--- src/rtl/inst_buf.sv ---
// In-order instruction buffer between decode and dispatch: a DEPTH-entry circular queue
// with per-lane credits and exception serialisation. Optional counters under IB_PERF_EN.
module inst_buf #(
  parameter int WIDTH = 3,
  parameter int ISSUE = 2,
  parameter int DEPTH = 8,
  parameter int OPT_W = 4,
  parameter int FUN_W = 4,
  parameter int SEL_W = 3,
  parameter int PC_W  = 32,
  parameter int IMM_W = 32,
  parameter int SRC_W = 10,
  parameter int DST_W = 5,
  parameter int EXC_W = 4
) (
  input  logic                     i_clock,
  input  logic                     i_reset_n,
  input  logic [WIDTH-1:0]         i_valid,
  input  logic [WIDTH*OPT_W-1:0]   i_opt,
  input  logic [WIDTH*FUN_W-1:0]   i_fun,
  input  logic [WIDTH*SEL_W-1:0]   i_sel,
  input  logic [WIDTH*PC_W-1:0]    i_pc,
  input  logic [WIDTH*IMM_W-1:0]   i_imm,
  input  logic [WIDTH*SRC_W-1:0]   i_src,
  input  logic [WIDTH*DST_W-1:0]   i_dst,
  input  logic [WIDTH*EXC_W-1:0]   i_exc,
  output logic [WIDTH-1:0]         o_avail,
  input  logic                     i_flush,
  output logic [ISSUE-1:0]         o_dis_valid,
  output logic [ISSUE*OPT_W-1:0]   o_dis_opt,
  output logic [ISSUE*FUN_W-1:0]   o_dis_fun,
  output logic [ISSUE*SEL_W-1:0]   o_dis_sel,
  output logic [ISSUE*PC_W-1:0]    o_dis_pc,
  output logic [ISSUE*IMM_W-1:0]   o_dis_imm,
  output logic [ISSUE*SRC_W-1:0]   o_dis_src,
  output logic [ISSUE*DST_W-1:0]   o_dis_dst,
  output logic [ISSUE*EXC_W-1:0]   o_dis_exc,
  input  logic [ISSUE-1:0]         i_dis_ready
`ifdef IB_PERF_EN
  ,
  output logic [31:0]              o_perf_full_cycles,
  output logic [$clog2(DEPTH+1)-1:0] o_perf_max_occ
`endif
);

  localparam int PTR_W = $clog2(DEPTH);
  localparam int CNT_W = $clog2(DEPTH + 1);

  typedef struct packed {
    logic [OPT_W-1:0] opt;
    logic [FUN_W-1:0] fun;
    logic [SEL_W-1:0] sel;
    logic [PC_W-1:0]  pc;
    logic [IMM_W-1:0] imm;
    logic [SRC_W-1:0] src;
    logic [DST_W-1:0] dst;
    logic [EXC_W-1:0] exc;
  } entry_t;

  entry_t             r_mem [DEPTH];
  logic [PTR_W-1:0]   r_head;
  logic [PTR_W-1:0]   r_tail;
  logic [CNT_W-1:0]   r_count;

  entry_t             w_in [WIDTH];
  entry_t             w_rd [ISSUE];
  logic [CNT_W-1:0]   w_free;
  logic [WIDTH-1:0]   w_wr;
  logic [CNT_W-1:0]   w_enq;
  logic [CNT_W-1:0]   w_deq;
  logic               w_blocked;

  always_comb begin
    for (int i = 0; i < WIDTH; i++) begin
      w_in[i].opt = i_opt[i*OPT_W +: OPT_W];
      w_in[i].fun = i_fun[i*FUN_W +: FUN_W];
      w_in[i].sel = i_sel[i*SEL_W +: SEL_W];
      w_in[i].pc  = i_pc[i*PC_W +: PC_W];
      w_in[i].imm = i_imm[i*IMM_W +: IMM_W];
      w_in[i].src = i_src[i*SRC_W +: SRC_W];
      w_in[i].dst = i_dst[i*DST_W +: DST_W];
      w_in[i].exc = i_exc[i*EXC_W +: EXC_W];
    end
  end

  // Credits come from registered occupancy only, so dequeues free slots a cycle later.
  always_comb begin
    w_free = CNT_W'(DEPTH) - r_count;
    w_enq  = '0;
    for (int i = 0; i < WIDTH; i++) begin
      o_avail[i] = (w_free > CNT_W'(i));
      w_wr[i]    = i_valid[i] & o_avail[i];
      w_enq      = w_enq + CNT_W'(w_wr[i]);
    end
  end

  // An exception entry may only leave through lane 0, and nothing younger rides with it.
  always_comb begin
    w_blocked = 1'b0;
    w_deq     = '0;
    for (int j = 0; j < ISSUE; j++) begin
      w_rd[j] = r_mem[r_head + PTR_W'(j)];
    end
    for (int j = 0; j < ISSUE; j++) begin
      if (j > 0) begin
        w_blocked = w_blocked | (w_rd[j-1].exc != '0) | (w_rd[j].exc != '0);
      end
      o_dis_valid[j] = (r_count > CNT_W'(j)) & ~w_blocked;
      w_deq          = w_deq + CNT_W'(o_dis_valid[j] & i_dis_ready[j]);
    end
  end

  always_comb begin
    o_dis_opt = '0;
    o_dis_fun = '0;
    o_dis_sel = '0;
    o_dis_pc  = '0;
    o_dis_imm = '0;
    o_dis_src = '0;
    o_dis_dst = '0;
    o_dis_exc = '0;
    for (int j = 0; j < ISSUE; j++) begin
      o_dis_opt[j*OPT_W +: OPT_W] = w_rd[j].opt;
      o_dis_fun[j*FUN_W +: FUN_W] = w_rd[j].fun;
      o_dis_sel[j*SEL_W +: SEL_W] = w_rd[j].sel;
      o_dis_pc[j*PC_W +: PC_W]    = w_rd[j].pc;
      o_dis_imm[j*IMM_W +: IMM_W] = w_rd[j].imm;
      o_dis_src[j*SRC_W +: SRC_W] = w_rd[j].src;
      o_dis_dst[j*DST_W +: DST_W] = w_rd[j].dst;
      o_dis_exc[j*EXC_W +: EXC_W] = w_rd[j].exc;
    end
  end

  always_ff @(posedge i_clock) begin
    if (!i_flush) begin
      for (int i = 0; i < WIDTH; i++) begin
        if (w_wr[i]) begin
          r_mem[r_tail + PTR_W'(i)] <= w_in[i];
        end
      end
    end
  end

  always_ff @(posedge i_clock or negedge i_reset_n) begin
    if (!i_reset_n) begin
      r_head  <= '0;
      r_tail  <= '0;
      r_count <= '0;
    end else if (i_flush) begin
      r_head  <= '0;
      r_tail  <= '0;
      r_count <= '0;
    end else begin
      r_head  <= r_head + PTR_W'(w_deq);
      r_tail  <= r_tail + PTR_W'(w_enq);
      r_count <= r_count + w_enq - w_deq;
    end
  end

`ifdef IB_PERF_EN
  logic [31:0]      r_perf_full;
  logic [CNT_W-1:0] r_perf_max;

  // Statistics survive flush; only the hardware reset clears them.
  always_ff @(posedge i_clock or negedge i_reset_n) begin
    if (!i_reset_n) begin
      r_perf_full <= '0;
      r_perf_max  <= '0;
    end else begin
      if ((r_count == CNT_W'(DEPTH)) && (r_perf_full != '1)) begin
        r_perf_full <= r_perf_full + 32'd1;
      end
      if (r_count > r_perf_max) begin
        r_perf_max <= r_count;
      end
    end
  end

  assign o_perf_full_cycles = r_perf_full;
  assign o_perf_max_occ     = r_perf_max;
`endif

endmodule

--- config.mk ---
export PLATFORM = sky130hd
export DESIGN_NAME = inst_buf
export DESIGN_NICKNAME = d
export VERILOG_FILES = /design/src/rtl/inst_buf.sv
export SDC_FILE = /design/constraint.sdc
export NUM_CORES = 2
export LEC_CHECK = 0
export CORE_MARGIN = 4
export CORE_UTILIZATION = 38
export CTS_CLUSTER_DIAMETER = 80
export DETAILED_ROUTE_END_ITERATION = 7
export PLACE_DENSITY = 0.6
export SYNTH_ARGS = -nofsm -noshare
export SYNTH_HDL_FRONTEND = slang
export SYNTH_SLANG_ARGS = --single-unit
--- constraint.sdc ---
create_clock -name i_clock -period 27.7 [get_ports i_clock]
set_input_delay 8.31 -clock i_clock [delete_from_list [all_inputs] [get_ports i_clock]]
set_output_delay 8.31 -clock i_clock [all_outputs]
set_load 0.02 [all_outputs]
==> results.cfg <==
[worst_setup_path]
cpPeakStageDelay_ns = 0.99
data_arrival_time_of_the_worst_path_ns = 6.45
startpoint_type = flop
rr_worst_depth = 16
path_cells = ha_4 -> buf_4 -> buf_4 -> a2111oi_0 -> nor3_1 -> nand2_1 -> nor3_1 -> clkdlybuf4s50_1
crit_path_end_kind = output pin
required_ns = 19.39
timing.setup.critical_path_class = flop to output pin
critical-path-slowest-cell = buf_4
path_max_fanout = 64

[yosys]
syn-instance-count = 4362
netlist-cell-type-count = 47
synthMuxAreaShare = 0.356
synth.yosys.warnings = 0
synth.cell_area_um2 = 51400
syn-mean-instance-area_um2 = 11.8
synth.ff_latch_count = 762
synth_simple_gate_area_share = 0.0769
ys.flop_type = edfxtp_1
yosys.area_share.xor_xnor = 0.00136
synthAdderAreaFrac = 0.00584
async_reset_ff_frac = 0.0131
seq_area_frac_synth = 0.444
complex_gate_fraction_of_the_synthesized_area = 0.0694
postSynthNetCount = 4673
synth_top_family_by_area = multiplexers
synth_edf_count = 752

[hold_path]
holdCritPathClass = flop to flop
min_delay_path_depth = 2

[clocking]
post_cts_resize_count = 0
numCtsBuffers = 96
cts_hold_repair.buffers = 0
path_clk_slew_ns = 0.05
tritoncts = yes
post_cts.repair.setup_buffers = 0
clockRootBuffer = clkbuf_16
cts_max_path_buffers = 3
numClockSinks = 762
clock_insertion_delay_worst_skew_ns = 0.70
ctsHtreeMaxLevel = 3

[run_status]
status = complete, no violations

[global_routing]
grt_start_max_net_pins = 190
global_route.overflow_total = 0
grt_pass1_wl_um = 262000
grt_usage = 0.252
number_of_global_route_vias_before_repair = 38000
antenna_found_initial = 36

[sta]
final_min_period_over_clock_period = 0.533
final.hold.worst_slack_ns = 0.772
report.final.slew_viol_count = 0
setup_repair_after_global_routing_missed_its_margin = no
skew_ns = 0.0178
setup_total_negative_slack_ns = 0
finalCriticalPeriod_ns = 14.76
final-hold-violation-count = 0
tightest_slew_ns = 1.31
max-slew-margin-rel = 0.126
max_freq_mhz = 67.8
setup_viols_final = 0

[place]
post-dp-hpwl_um = 102000
globalplace.congestion = 0.790
port_buffer_cells = 482
placed_cells = 6140
detailed_place.area_um2 = 56900

[pwr]
finalPower_mw = 5.53
leakage_nw = 22.8
cellPowerDensity_nw_per_um2 = 92.1
vdd_drop_max_mv = 0.0828

[drt]
drcViolationCount = 0
post_drt_wl_per_cell_um = 28.8
vias = 37600
number_of_iterations_in_the_first_detailed_routing_pass = 5
route.final.wire_length_um = 182000
drt-initial-drc-count = 3917
avgViaCountPerCell = 5.94
postRouteAntennaNets = 0

[floorplanning]
io-pin-count = 483
die_x_um = 376
core_area_um2 = 134000
fp-row-count = 134
vertical_extent_of_the_die_um = 376
initial_core_util = 0.384
die_area_um2 = 141000

[final_layout]
final_cells = 6332
final.fill_count = 12000
fraction_of_layout_cells_with_a_size_suffix_above_1 = 0.196
stdcell_area_um2 = 60000
fin_nets = 4781
synthToLayoutAreaGrowth_pct = 16.6

[flow_run]
max_capacitance_violation_count = 0
## worst paths after layout
path | start | endpoint | slack (ns)
worst min-delay path | r_count[0] | r_count[0] | 0.77
max in group asynchronous | i_reset_n | r_head[1] | 19.18
worst max-delay path | r_head[1] | o_dis_valid[1] | 12.94
worst min register to register | r_count[0] | r_count[0] | 0.77
worst max register to register | r_head[1] | r_count[3] | 21.39
min in group asynchronous | i_reset_n | r_tail[0] | 8.02
## cell usage after synthesis (12+ instances only)
| cell type | number | share of area |
|---|---|---|
| o21ai_1 | 74 | 0.0072 |
| edfxtp_1 | 752 | 0.44 |
| mux4_2 | 378 | 0.17 |
| clkbuf_1 | 292 | 0.021 |
| ha_1 | 16 | 0.0039 |
| nor2_1 | 12 | 0.00088 |
| o21ai_0 | 586 | 0.057 |
| buf_1 | 74 | 0.0054 |
| mux2_2 | 281 | 0.062 |
| nand3_1 | 14 | 0.0014 |
| buf_2 | 142 | 0.014 |
| nand2_1 | 951 | 0.069 |
| buf_4 | 14 | 0.0020 |
| mux2i_1 | 662 | 0.13 |
| buf_6 | 15 | 0.0033 |
## layout make-up
class / instances / area (um2) / area share
multi-input combinational: 3049 / 26400 / 0.440
sequential: 762 / 22800 / 0.381
timing repair buffer: 549 / 5420 / 0.0903
clock buffer: 120 / 2600 / 0.0433
tap: 1768 / 2210 / 0.0369
clock inverter: 48 / 407 / 0.00678
antenna: 24 / 60.1 / 0.00100
inverter: 12 / 45.0 / 0.000751
## cells in the final DEF, fill, tap and decap left out, types with 6 or more instances in the layout
cell type        count
o21ai_0            586
nor2b_1             11
mux4_2             378
o21ai_1             73
clkinv_2            19
inv_1               11
nand2_1            950
buf_4               60
clkbuf_16          101
bufinv_16            6
clkbuf_1            19
mux2i_1            662
nand3_4              9
nor2_1              12
buf_12               7
nor3_1               8
edfxtp_1           752
diode_2             24
mux2_2             281
ha_1                15
clkdlybuf4s50_1    482
clkinv_1            14
dfrtp_1              7
## power breakdown
group	internal (mW)	switching, mW
clock	0.716	0.522
combinational	1.15	1.45
sequential	1.58	0.108
## through the flow
stage | util | setup WS (ns)
global placement | 0.425 | 13.60
global route | 0.447 | 12.42
CTS | 0.447 | 12.75
floorplan | - | 7.34
finish | 0.448 | 12.94
detailed placement | 0.425 | 13.55
## kinds of logic after synthesis
logic type / after synthesis
mux: 1321
simple gates: 1017
flops: 762
compound gates: 682
buf+inv: 551
fa+ha+maj: 21
xor+xnor: 8
## registers in the layout, indices dropped and copies added, names as in the netlist
register,count
r_head,3
r_count,4
r_tail,3
r_mem,752
## layer usage
layer  wire [um]  track usage
met4        4640       0.0762
met2       86000        0.413
met3       16500       0.0615
met5         152            0
met1       74900        0.330
## critical path, delay by kind of cell (launching register included)
kind | cells | cell delay (ns)
adders and majority gates | 1 | 0.73
DFF | 1 | 0.74
buffers and inverters | 3 | 2.65
and+or+nand+nor | 3 | 1.14
AOI/OAI and AO/OA | 1 | 0.32
(Power assumes the default switching activity.)
